### src/rtl/mem_pkg.sv
// Shared packet buffer memory geometry used by the per-port read and write arbiters.
package mem_pkg;
    localparam int ADDR_W     = 12;
    localparam int BLOCK_BITS = 32;
endpackage

### src/rtl/rr_mem_rd_arbiter.sv
// Work-conserving round-robin arbiter of N port read requests onto the shared buffer read port.
// Grant and memory read enable are combinational in the request cycle; rvalid follows RD_LAT cycles later.
// Ports hold mem_re_i/mem_addr_i until granted; the tag pipeline shifts every cycle and never stalls.
module rr_mem_rd_arbiter
    import mem_pkg::*;
#(
    parameter int N      = 4,
    parameter int RD_LAT = 2
) (
    input  logic                  clk,
    input  logic                  rst_n,
    input  logic [N-1:0]          mem_re_i,
    input  logic [ADDR_W-1:0]     mem_addr_i [N-1:0],
    output logic [N-1:0]          mem_gnt_o,
    output logic [N-1:0]          mem_rvalid_o,
    output logic [BLOCK_BITS-1:0] mem_rdata_o,
    output logic                  mem_re_o,
    output logic [ADDR_W-1:0]     mem_addr_o,
    input  logic [BLOCK_BITS-1:0] mem_rdata_i
);

    localparam int IDX_W = (N > 2) ? $clog2(N) : 1;

    logic [IDX_W-1:0]  ptr;
    logic [IDX_W-1:0]  win;
    logic [IDX_W-1:0]  cidx;
    logic              found;
    int                cand;
    logic [RD_LAT-1:0] tag_vld;
    logic [IDX_W-1:0]  tag_idx [RD_LAT];

    // Cyclic search starting at ptr; candidate index is folded back below N
    // explicitly so non-power-of-two N never wraps into an unused index.
    always_comb begin
        found = 1'b0;
        win   = '0;
        cand  = 0;
        cidx  = '0;
        for (int i = 0; i < N; i++) begin
            cand = int'(ptr) + i;
            if (cand >= N) begin
                cand = cand - N;
            end
            cidx = IDX_W'(cand);
            if (rst_n && !found && mem_re_i[cidx]) begin
                found = 1'b1;
                win   = cidx;
            end
        end
    end

    always_comb begin
        mem_gnt_o  = '0;
        mem_re_o   = found;
        mem_addr_o = '0;
        if (found) begin
            mem_gnt_o[win] = 1'b1;
            mem_addr_o     = mem_addr_i[win];
        end
    end

    always_ff @(posedge clk or negedge rst_n) begin
        if (!rst_n) begin
            ptr <= '0;
        end else if (found) begin
            ptr <= (win == IDX_W'(N - 1)) ? '0 : win + 1'b1;
        end
    end

    always_ff @(posedge clk or negedge rst_n) begin
        if (!rst_n) begin
            tag_vld <= '0;
            for (int s = 0; s < RD_LAT; s++) begin
                tag_idx[s] <= '0;
            end
        end else begin
            tag_vld[0] <= found;
            tag_idx[0] <= win;
            for (int s = 1; s < RD_LAT; s++) begin
                tag_vld[s] <= tag_vld[s-1];
                tag_idx[s] <= tag_idx[s-1];
            end
        end
    end

    always_comb begin
        mem_rvalid_o = '0;
        if (tag_vld[RD_LAT-1]) begin
            mem_rvalid_o[tag_idx[RD_LAT-1]] = 1'b1;
        end
    end

    assign mem_rdata_o = mem_rdata_i;

    a_gnt_onehot: assert property (@(posedge clk) disable iff (!rst_n) $onehot0(mem_gnt_o));
    a_rv_onehot:  assert property (@(posedge clk) disable iff (!rst_n) $onehot0(mem_rvalid_o));
    a_gnt_subset: assert property (@(posedge clk) disable iff (!rst_n) (mem_gnt_o & ~mem_re_i) == '0);

endmodule

### config.mk
export PLATFORM = sky130hd
export DESIGN_NAME = rr_mem_rd_arbiter
export DESIGN_NICKNAME = d
export VERILOG_FILES = /design/src/rtl/mem_pkg.sv /design/src/rtl/rr_mem_rd_arbiter.sv
export SDC_FILE = /design/constraint.sdc
export NUM_CORES = 1
export LEC_CHECK = 0
export BUFFER_PORTS_ARGS = -buffer_cell sky130_fd_sc_hd__buf_2
export CORE_AREA = 2 2 79 81
export DETAILED_ROUTE_END_ITERATION = 10
export DIE_AREA = 0 0 81 83
export MAX_ROUTING_LAYER = met4
export PLACE_DENSITY_LB_ADDON = 0.15
export SLEW_MARGIN = 40
export SYNTH_ARGS = -nofsm -noshare
export SYNTH_HDL_FRONTEND = slang
export SYNTH_SLANG_ARGS = --single-unit
### constraint.sdc
create_clock -name clk -period 4.9 [get_ports clk]
set_input_delay 0.735 -clock clk [delete_from_list [all_inputs] [get_ports clk]]
set_output_delay 0.735 -clock clk [all_outputs]
set_load 0.05 [all_outputs]
---- Word-level counts from Yosys, hierarchy flattened ----
Cells that the tools add are included.
operators by class
  $lt $le $gt $ge ......................... 12
  add/subtract/negate cells ............... 8
  eq/ne operators ......................... 1
  muxes and demuxes ....................... 30
  reductions and logical operators ........ 12
operators by type and width
  operator                                                                      number
  12-bit binary-select mux with 2-bit select                                    1
  12-bit two-way mux                                                            2
  2-bit by 3-bit less-than comparator with 1-bit output, second input constant  6
  2-bit two-way mux                                                             9
  1-bit two-way mux                                                             10
  3-bit >= comparator, second input constant                                    3
  1-bit logical AND                                                             9
  1-bit binary-select mux with 2-bit select                                     4
  4-bit two-way mux                                                             2
  2-bit by 1-bit subtractor with 2-bit output, second input constant            4
  2-bit by 2-bit adder with 3-bit output, second input constant                 2
  1-bit demux with 2-bit select                                                 2
  2-bit by 1-bit >= comparator with 1-bit output, second input constant         2
  2-bit by 1-bit adder with 3-bit output, second input constant                 1
  2-bit by 3-bit >= comparator with 1-bit output, second input constant         1
  1-bit zero test                                                               3
  2-bit by 1-bit adder with 2-bit output, second input constant                 1
  2-bit equality test, second input constant                                    1
storage, ports and cells
  output and inout port bits .............. 53
  bits in registers ....................... 8

---- Longest topological paths before layout ----
Gate-level depths: netlist (run 1).
  depth in word-level cells ............... 23
  gate-level depth with buffers ........... 12
  gate-level depth less buffers ........... 9

---- Worst setup path after synthesis (run 1) ----
Ideal clock, no wire load.
  path type ............................... in2out
  from .................................... input port mem_re_i[0]
  to ...................................... output port mem_addr_o[1]
  data arrival time ....................... 3.026 ns
  slack ................................... 1.139 ns
  stages .................................. 6
  path through ............................ or3b_1 -> a21o_1 -> nand4b_1 -> clkbuf_1 -> a31oi_1 -> mux2i_1
between the ends
  elaborated cells between the ends (all ways) .. 29
RTL lines
  item                                       RTL line                 text
  from (decl)                                rr_mem_rd_arbiter.sv:12  input logic [N-1:0] mem_re_i,
  1-bit binary-select mux with 2-bit select  rr_mem_rd_arbiter.sv:45  if (rst_n && !found && mem_re_i[cidx]) begin
  1-bit two-way mux (not written as such)    rr_mem_rd_arbiter.sv:45
  1-bit logical AND                          rr_mem_rd_arbiter.sv:45
  1-bit two-way mux                          rr_mem_rd_arbiter.sv:45
  1-bit zero test                            rr_mem_rd_arbiter.sv:45
  1-bit logical AND (2 in series)            rr_mem_rd_arbiter.sv:45
  1-bit two-way mux                          rr_mem_rd_arbiter.sv:45
  1-bit zero test                            rr_mem_rd_arbiter.sv:45
  1-bit logical AND (2 in series)            rr_mem_rd_arbiter.sv:45
  1-bit two-way mux                          rr_mem_rd_arbiter.sv:45
  1-bit zero test                            rr_mem_rd_arbiter.sv:45
  1-bit logical AND (2 in series)            rr_mem_rd_arbiter.sv:45
  1-bit two-way mux *                        rr_mem_rd_arbiter.sv:45
  via mem_re_o                               rr_mem_rd_arbiter.sv:17  output logic mem_re_o,
  12-bit two-way mux *                       rr_mem_rd_arbiter.sv:56  if (found) begin
  to (decl)                                  rr_mem_rd_arbiter.sv:18  output logic [ADDR_W-1:0] mem_addr_o,
Mark *: on every way through the listed nets, which the timed path passes. The rest lies on a longest branch. The select of a mux whose other input is x is not followed.

---- Worst setup path in the final report (run 1) ----
  from .................................... register ptr[0]
  to ...................................... output port mem_addr_o[7]
between the ends
  longest elaborated chain between the ends .. 21
  elaborated cells between the ends (all ways) .. 44
ends and longest elaborated chain
  item                                                                                                           RTL line                                          text
  from (decl)                                                                                                    rr_mem_rd_arbiter.sv:24                           logic [IDX_W-1:0] ptr;
  from (signal assigned)                                                                                         rr_mem_rd_arbiter.sv:66                           ptr <= (win == IDX_W'(N - 1)) ? '0 : win + 1'b1;
  2-bit by 3-bit >= comparator with 1-bit output or 2-bit by 1-bit subtractor with 2-bit output (tied branches)  rr_mem_rd_arbiter.sv:41, rr_mem_rd_arbiter.sv:42
  2-bit two-way mux                                                                                              rr_mem_rd_arbiter.sv:41                           if (cand >= N) begin
  1-bit binary-select mux with 2-bit select                                                                      rr_mem_rd_arbiter.sv:45
  1-bit two-way mux (not written as such)                                                                        rr_mem_rd_arbiter.sv:45
  1-bit logical AND                                                                                              rr_mem_rd_arbiter.sv:45
  1-bit two-way mux                                                                                              rr_mem_rd_arbiter.sv:45
  1-bit zero test                                                                                                rr_mem_rd_arbiter.sv:45
  1-bit logical AND (2 in series)                                                                                rr_mem_rd_arbiter.sv:45
  [... 2 more ...]                                                                                               --
  1-bit logical AND (2 in series)                                                                                rr_mem_rd_arbiter.sv:45
  1-bit two-way mux                                                                                              rr_mem_rd_arbiter.sv:45
  1-bit zero test                                                                                                rr_mem_rd_arbiter.sv:45
  1-bit logical AND (2 in series)                                                                                rr_mem_rd_arbiter.sv:45
  2-bit two-way mux                                                                                              rr_mem_rd_arbiter.sv:45
  12-bit binary-select mux with 2-bit select                                                                     rr_mem_rd_arbiter.sv:58                           mem_addr_o = mem_addr_i[win];
  12-bit two-way mux (not written as such)                                                                       rr_mem_rd_arbiter.sv:58
  12-bit two-way mux *                                                                                           rr_mem_rd_arbiter.sv:56
Mark *: on every way between the ends. The rest lies on a longest branch, timed or not. The select of a mux whose other input is x is not followed.

==> impl_metrics.csv, run 1 <==
group,metric,value,unit
setup_path,critPathRequiredTime,4.16,ns
setup_path,start_kind,"register",
synth,synthTopCellsByCount,"33 x buf_4, 24 x a31oi_1, 24 x nor4b_1",
synth,synth_most_common_cell,"buf_4",
sta,worst_pin_slew,0.7799,ns
cts,cts_root_buf,"clkbuf_8",
synth,avgSynthCellArea,8.118,µm²
cells_and_area,multi_input_area,880.8,µm²
die,core-area,0.005816,mm²
global_route,grt_max_degree,26,
cts,cts.reportedPaths.clkPinSlew,0.04,ns
cts,clock-sinks,8,
pwr,pwr-share-comb,84.9,%
cells_and_area,seq_area,200.2,µm²
pwr,sw_frac_of_total,64.87,%
detailed_routing,dr_wl_met3,296,µm
cells_and_area,diodes,0,
cells_and_area,final_layout_size_suffix_gt1_share,42.58,%
pwr,p_int,0.5046,mW
detailed_routing,postRouteAntennaNets,0,
detailed_routing,highest_layer,"met4",
sta,finClkSkew,0.002611,ns
synth,synth.largest_area_cell,"buf_4",
cells_and_area,n_fill_cell,676,
setup_path,end_kind,"output pin",
global_route,track_usage,12.92,%
synth,synth_edf_count,0,
synth,syn-cell-area,0.001413,mm²
sta,finalMaxSlewViolations,0,
sta,max_freq,242.2,MHz
cts,clock_latency,0.22,ns
place,gp_congestion,0.7901,
pwr,seq_power_share,9.7,%
setup_path,critPathKind,"register to output pin",
place,dpl.hpwl,3.243,mm
cells_and_area,areaGrowthSynthToFinish,16.83,%
synth,syn_nets,261,
setup_path,crit_fanout,25,
synth,synthTopCellsByArea,"buf_4 18%, nor4b_1 15%, dfrtp_1 14%, a31oi_1 11%, mux2i_1 9.9%",
global_route,grt_pass1_vias,1384,
detailed_routing,route.detailed.drc,0,
synth,postSynthCellCount,174,
global_route,overflow,0,
detailed_routing,drt_first_iter_violations,54,
die,dieArea,0.006723,mm²
pwr,p_clk_share,5.3,%
setup_path,arrival,3.39,ns
die,chipHeight,83,µm
setup_path,r2r_cells,9,
run,maxCapViolations,0,
synth,ys_seq_area_share,14.17,%
detailed_routing,drt-met1-wl,1.974,mm
cts,cts_hold_buf,0,
sta,min_period,4.128,ns
detailed_routing,vias_per_cell,4.944,
setup_path,path_cells,"mux2i_1 > o22ai_1 > a2111oi_4 > buf_4 > or3_1 > buf_4 > a31oi_1 > mux2i_1 > buf_2",
worst_hold_path,whs_path_depth,0,
sta,maxSlewHeadroom,47.70,%
pwr,p_total,1.437,mW
die,num_io_pins,139,
pwr,switching_power,0.9320,mW
cts,h-tree-depth,1,
global_route,antenna_found_initial,0,
synth,ys_warn_count,0,
die,rows,28,
status,status,"completed",
sta,finalCritPeriodShare,84.25,%
cells_and_area,postLayoutCellArea,0.001650,mm²
cts,numCtsBuffers,3,
sta,fin_tns_setup,0,ns
synth,ys_ff_latch,8,
pwr,power_leakage,0.8059,nW
setup_path,cp_slowest_cell,"dfrtp_1",
place,io_buffers,74,
sta,hold_ws,0.3388,ns
die,chipWidth,81,µm
detailed_routing,dr_wl_met2,1.945,mm
sta,setup_viol,0,
synth,async_flop_share,100.0,%
synth,synth_cell_type_count,39,
pwr,ir_drop,380.3,µV
place,placed_area,0.001609,mm²
cts,cts_tree,"yes",
pwr,p_per_area,870.5,mW/mm²
detailed_routing,postRouteWirelength,4.278,mm
cts,clockBufferDepth,2,
setup_path,r2r_setup_slack,2.00,ns
worst_hold_path,holdCritPathClass,"register to register",
synth,synth_ff_type,"dfrtp_1",
cts,cts_setup_buffers,0,
die,start_util,24.29,%
setup_path,critical-path-max-stage-delay,0.71,ns
synth,yosysTopAreaCellShare,17.54,%
sta,hold_viol,0,
detailed_routing,vias,1404,
detailed_routing,drt_first_pass_iters,4,
global_route,grt_pass1_wl,6.886,mm
detailed_routing,wire_per_inst,15.06,µm
cts,cts_resized,0,
sta,rsz0062_at_grt,"no",
cells_and_area,finalNetCount,298,
## cell usage in the layout, fill, tap and decap left out, types with 2 or more instances in the layout
master,synthesis,final
a31oi_1,24,24
nor2b_1,4,4
and3b_1,3,3
nor3b_1,2,2
buf_4,33,6
buf_2,2,74
mux2i_1,14,14
nand2_1,6,6
and2_1,4,4
inv_1,3,3
nor2_1,6,6
dfrtp_1,8,8
clkbuf_8,0,3
o21ai_0,4,4
or3b_1,2,2
nor4b_1,24,24
inv_2,2,2
## final timing paths
kind                            startpoint            end
max in group asynchronous            rst_n     tag_idx[2]
worst min-delay path            tag_idx[2]     tag_idx[0]
worst min register to register  tag_idx[2]     tag_idx[0]
worst max-delay path                ptr[0]  mem_addr_o[7]
worst max register to register      ptr[0]         ptr[1]
min in group asynchronous            rst_n     tag_vld[1]
## flip-flops by register name (all words and copies together) (netlist names)
register  cells
tag_idx       4
ptr           2
tag_vld       2
## routing by layer
layer  vias to the layer above  GRT usage, %
met4                         0         1.849
met2                        68         20.66
li1                        697             -
met5                         -             -
met1                       629         17.27
met3                        10         2.391
## worst max-delay path, delay by kind of cell, from the launching register on
family,cells,cell delay [ns]
simple gates,1,0.45
mux,2,0.41
buf+inv,3,0.91
compound gates,3,0.69
flops,1,0.71
## through the flow
stage	instances	setup slack, ns	utilization [%]
floorplan	174	1.139	-
global placement	281	0.8041	27.67
detailed placement	281	0.7672	27.67
CTS	284	0.7570	28.38
global route	284	0.5300	28.38
finish	284	0.7716	28.38
## cell families (layout without fill, tap and decap cells)
family                   Yosys count  in the layout  synth area share [%]
AO/OA/AOI/OAI                     40             40                 20.81
buffers and inverters             53             88                 25.15
AND/OR/NAND/NOR                   58             58                 29.05
multiplexers                      14             14                 9.920
flip-flops                         8              8                 14.17
adder cells (fa/ha/maj)            1              1                0.8856
## power by group through the flow
| stage | Clock [mW] | Combinational (mW) | Sequential (mW) |
|---|---|---|---|
| floorplan | 0 | 1.08 | 0.114 |
| global placement | 0 | 1.23 | 0.140 |
| detailed placement | 0 | 1.23 | 0.141 |
| finish | 0.0768 | 1.22 | 0.140 |
| global route | 0.0841 | 1.30 | 0.147 |
| CTS | 0.0795 | 1.23 | 0.140 |
## final cells by class
class                           instances  area share [%]
Sequential cell                         8           12.13
Tap cell                               75           5.686
Multi-Input combinational cell        113           53.37
Inverter                                5           1.137
Clock buffer                            3           2.502
Timing Repair Buffer                   80           25.17
(Power assumes the default switching activity.)
==> run 2, diff against run 1 <==
==> constraint.sdc (replaced) <==
create_clock -name clk -period 3.7 [get_ports clk]
set_input_delay 0.555 -clock clk [delete_from_list [all_inputs] [get_ports clk]]
set_output_delay 0.555 -clock clk [all_outputs]
set_load 0.05 [all_outputs]
==> impl_metrics.csv, run 2 (same netlist as run 1, synthesis figures left out) <==
group,metric,value,unit
sta,setup_viol,0,
setup_path,critPathKind,"register to output pin",
pwr,p_clk_share,5.3,%
worst_hold_path,holdCritPathClass,"primary input to async pin",
cts,clockBufferDepth,2,
global_route,grt_max_degree,25,
detailed_routing,postRouteWirelength,4.366,mm
pwr,p_per_area,1150,mW/mm²
setup_path,timing.rr.end,"ptr[1]",
cells_and_area,finalNetCount,303,
cts,cts_setup_buffers,0,
cells_and_area,top_register,"tag_idx",
sta,fin_tns_setup,0,ns
setup_path,r2r_start,"ptr[0]",
run,maxCapViolations,0,
place,place_ws,0.4576,ns
detailed_routing,wire_per_inst,15.11,µm
cells_and_area,areaGrowthSynthToFinish,19.49,%
cells_and_area,reg.largest.list,"tag_idx: 4 flops, ptr: 2 flops, tag_vld: 2 flops",
sta,worst_pin_slew,0.5924,ns
detailed_routing,dr_wl_met2,1.966,mm
pwr,ir_drop,512.5,µV
detailed_routing,drt_first_pass_iters,4,
global_route,track_usage,12.95,%
die,chipHeight,83,µm
place,dpl.hpwl,3.375,mm
pwr,seq_power_share,9.5,%
setup_path,r2r_setup_slack,1.08,ns
sta,finClkSkew,0.002065,ns
cts,cts_resized,0,
sta,finalMaxSlewViolations,0,
detailed_routing,highest_layer,"met4",
die,rows,28,
cts,clock_latency,0.23,ns
die,start_util,24.29,%
cts,cts.reportedPaths.clkPinSlew,0.04,ns
cells_and_area,final_layout_size_suffix_gt1_share,43.93,%
die,num_io_pins,139,
pwr,power_leakage,0.8303,nW
cells_and_area,diodes,0,
cts,cts_hold_buf,0,
cells_and_area,largest_reg_flops,4,
sta,finalCritPeriodShare,92.77,%
sta,maxSlewHeadroom,60.51,%
sta,hold_viol,0,
setup_path,crit_fanout,24,
cts,clock-sinks,8,
cells_and_area,final_cell_mix,"74 x buf_2, 24 x nor4b_1, 24 x a31oi_1",
sta,min_period,3.432,ns
detailed_routing,vias_per_cell,5.052,
sta,max_freq,291.3,MHz
global_route,antenna_found_initial,0,
detailed_routing,postRouteAntennaNets,0,
detailed_routing,drt-met1-wl,2.013,mm
detailed_routing,drt_first_iter_violations,47,
cts,cts_root_buf,"clkbuf_8",
pwr,p_int,0.6989,mW
setup_path,end_kind,"output pin",
pwr,switching_power,1.242,mW
cells_and_area,n_fill_cell,664,
global_route,grt_pass1_vias,1450,
cells_and_area,multi_input_area,880.8,µm²
setup_path,start_kind,"register",
global_route,grt_pass1_wl,6.893,mm
place,gp_congestion,0.7821,
status,status,"completed",
cells_and_area,seq_area,200.2,µm²
die,dieArea,0.006723,mm²
global_route,overflow,0,
sta,layout_setup_ws,0.2677,ns
sta,rsz0062_at_grt,"no",
detailed_routing,route.detailed.drc,0,
cts,cts_tree,"yes",
pwr,p_total,1.941,mW
setup_path,arrival,2.88,ns
place,io_buffers,74,
setup_path,critPathRequiredTime,3.14,ns
die,core-area,0.005816,mm²
cells_and_area,final_common_cell,"buf_2",
pwr,sw_frac_of_total,64.00,%
detailed_routing,vias,1460,
die,chipWidth,81,µm
detailed_routing,dr_wl_met3,295,µm
setup_path,r2r_cells,9,
pwr,pwr-share-comb,85.2,%
cts,h-tree-depth,1,
cts,numCtsBuffers,3,
-- run 2: worst max path at each step --
stage                      from             to  slack [ns]  depth (start not counted)
finish                   ptr[0]  mem_addr_o[2]        0.27                          8
global route             ptr[0]  mem_addr_o[1]        0.05                          8
CTS                      ptr[0]  mem_addr_o[8]        0.26                          8
detailed placement  mem_re_i[1]  mem_addr_o[8]        0.46                          9
global placement    mem_re_i[1]  mem_addr_o[4]        0.44                          8
floorplan           mem_re_i[0]  mem_addr_o[1]        0.30                          6
-- run 2: final cells by class --
cell class / instances / area share, %
Clock buffer: 3 / 2.446
Inverter: 5 / 1.112
Multi-Input combinational cell: 113 / 52.19
Sequential cell: 8 / 11.86
Tap cell: 75 / 5.560
Timing Repair Buffer: 85 / 26.83
-- run 2: power by group through the flow --
stage                     Sequential (mW)  Combinational (mW)  Clock [mW]
after floorplan                     0.151                1.43           0
after global placement              0.186                1.69           0
after detailed placement            0.185                1.68           0
after CTS                           0.184                1.68       0.105
after global routing                0.191                1.78       0.112
final                               0.185                1.65       0.102
-- run 2: worst max-delay path, cell delays in order, from the launching register on --
cell and delay [ns]:
dfrtp_1 0.59, or3b_1 0.48, a21oi_1 0.32, a2111oi_4 0.08, buf_4 0.25, nor4b_1 0.40, a31oi_1 0.09, mux2i_1 0.15
buf_2 0.28
-- run 2: per-stage QoR --
stage	area, µm²	cells	util [%]	hold WS (ns)
after floorplan	1413	174	-	0.2594
after global placement	1647	286	28.31	0.3352
after detailed placement	1647	286	28.31	0.3393
after CTS	1688	289	29.02	0.2060
after global routing	1688	289	29.02	0.2070
final	1688	289	29.02	0.1965
-- run 2: metal layers --
layer	vias to the layer above	track usage (%)
met1	672	17.57
met2	68	19.76
met4	0	4.006
li1	707	-
met3	13	1.848
met5	-	-
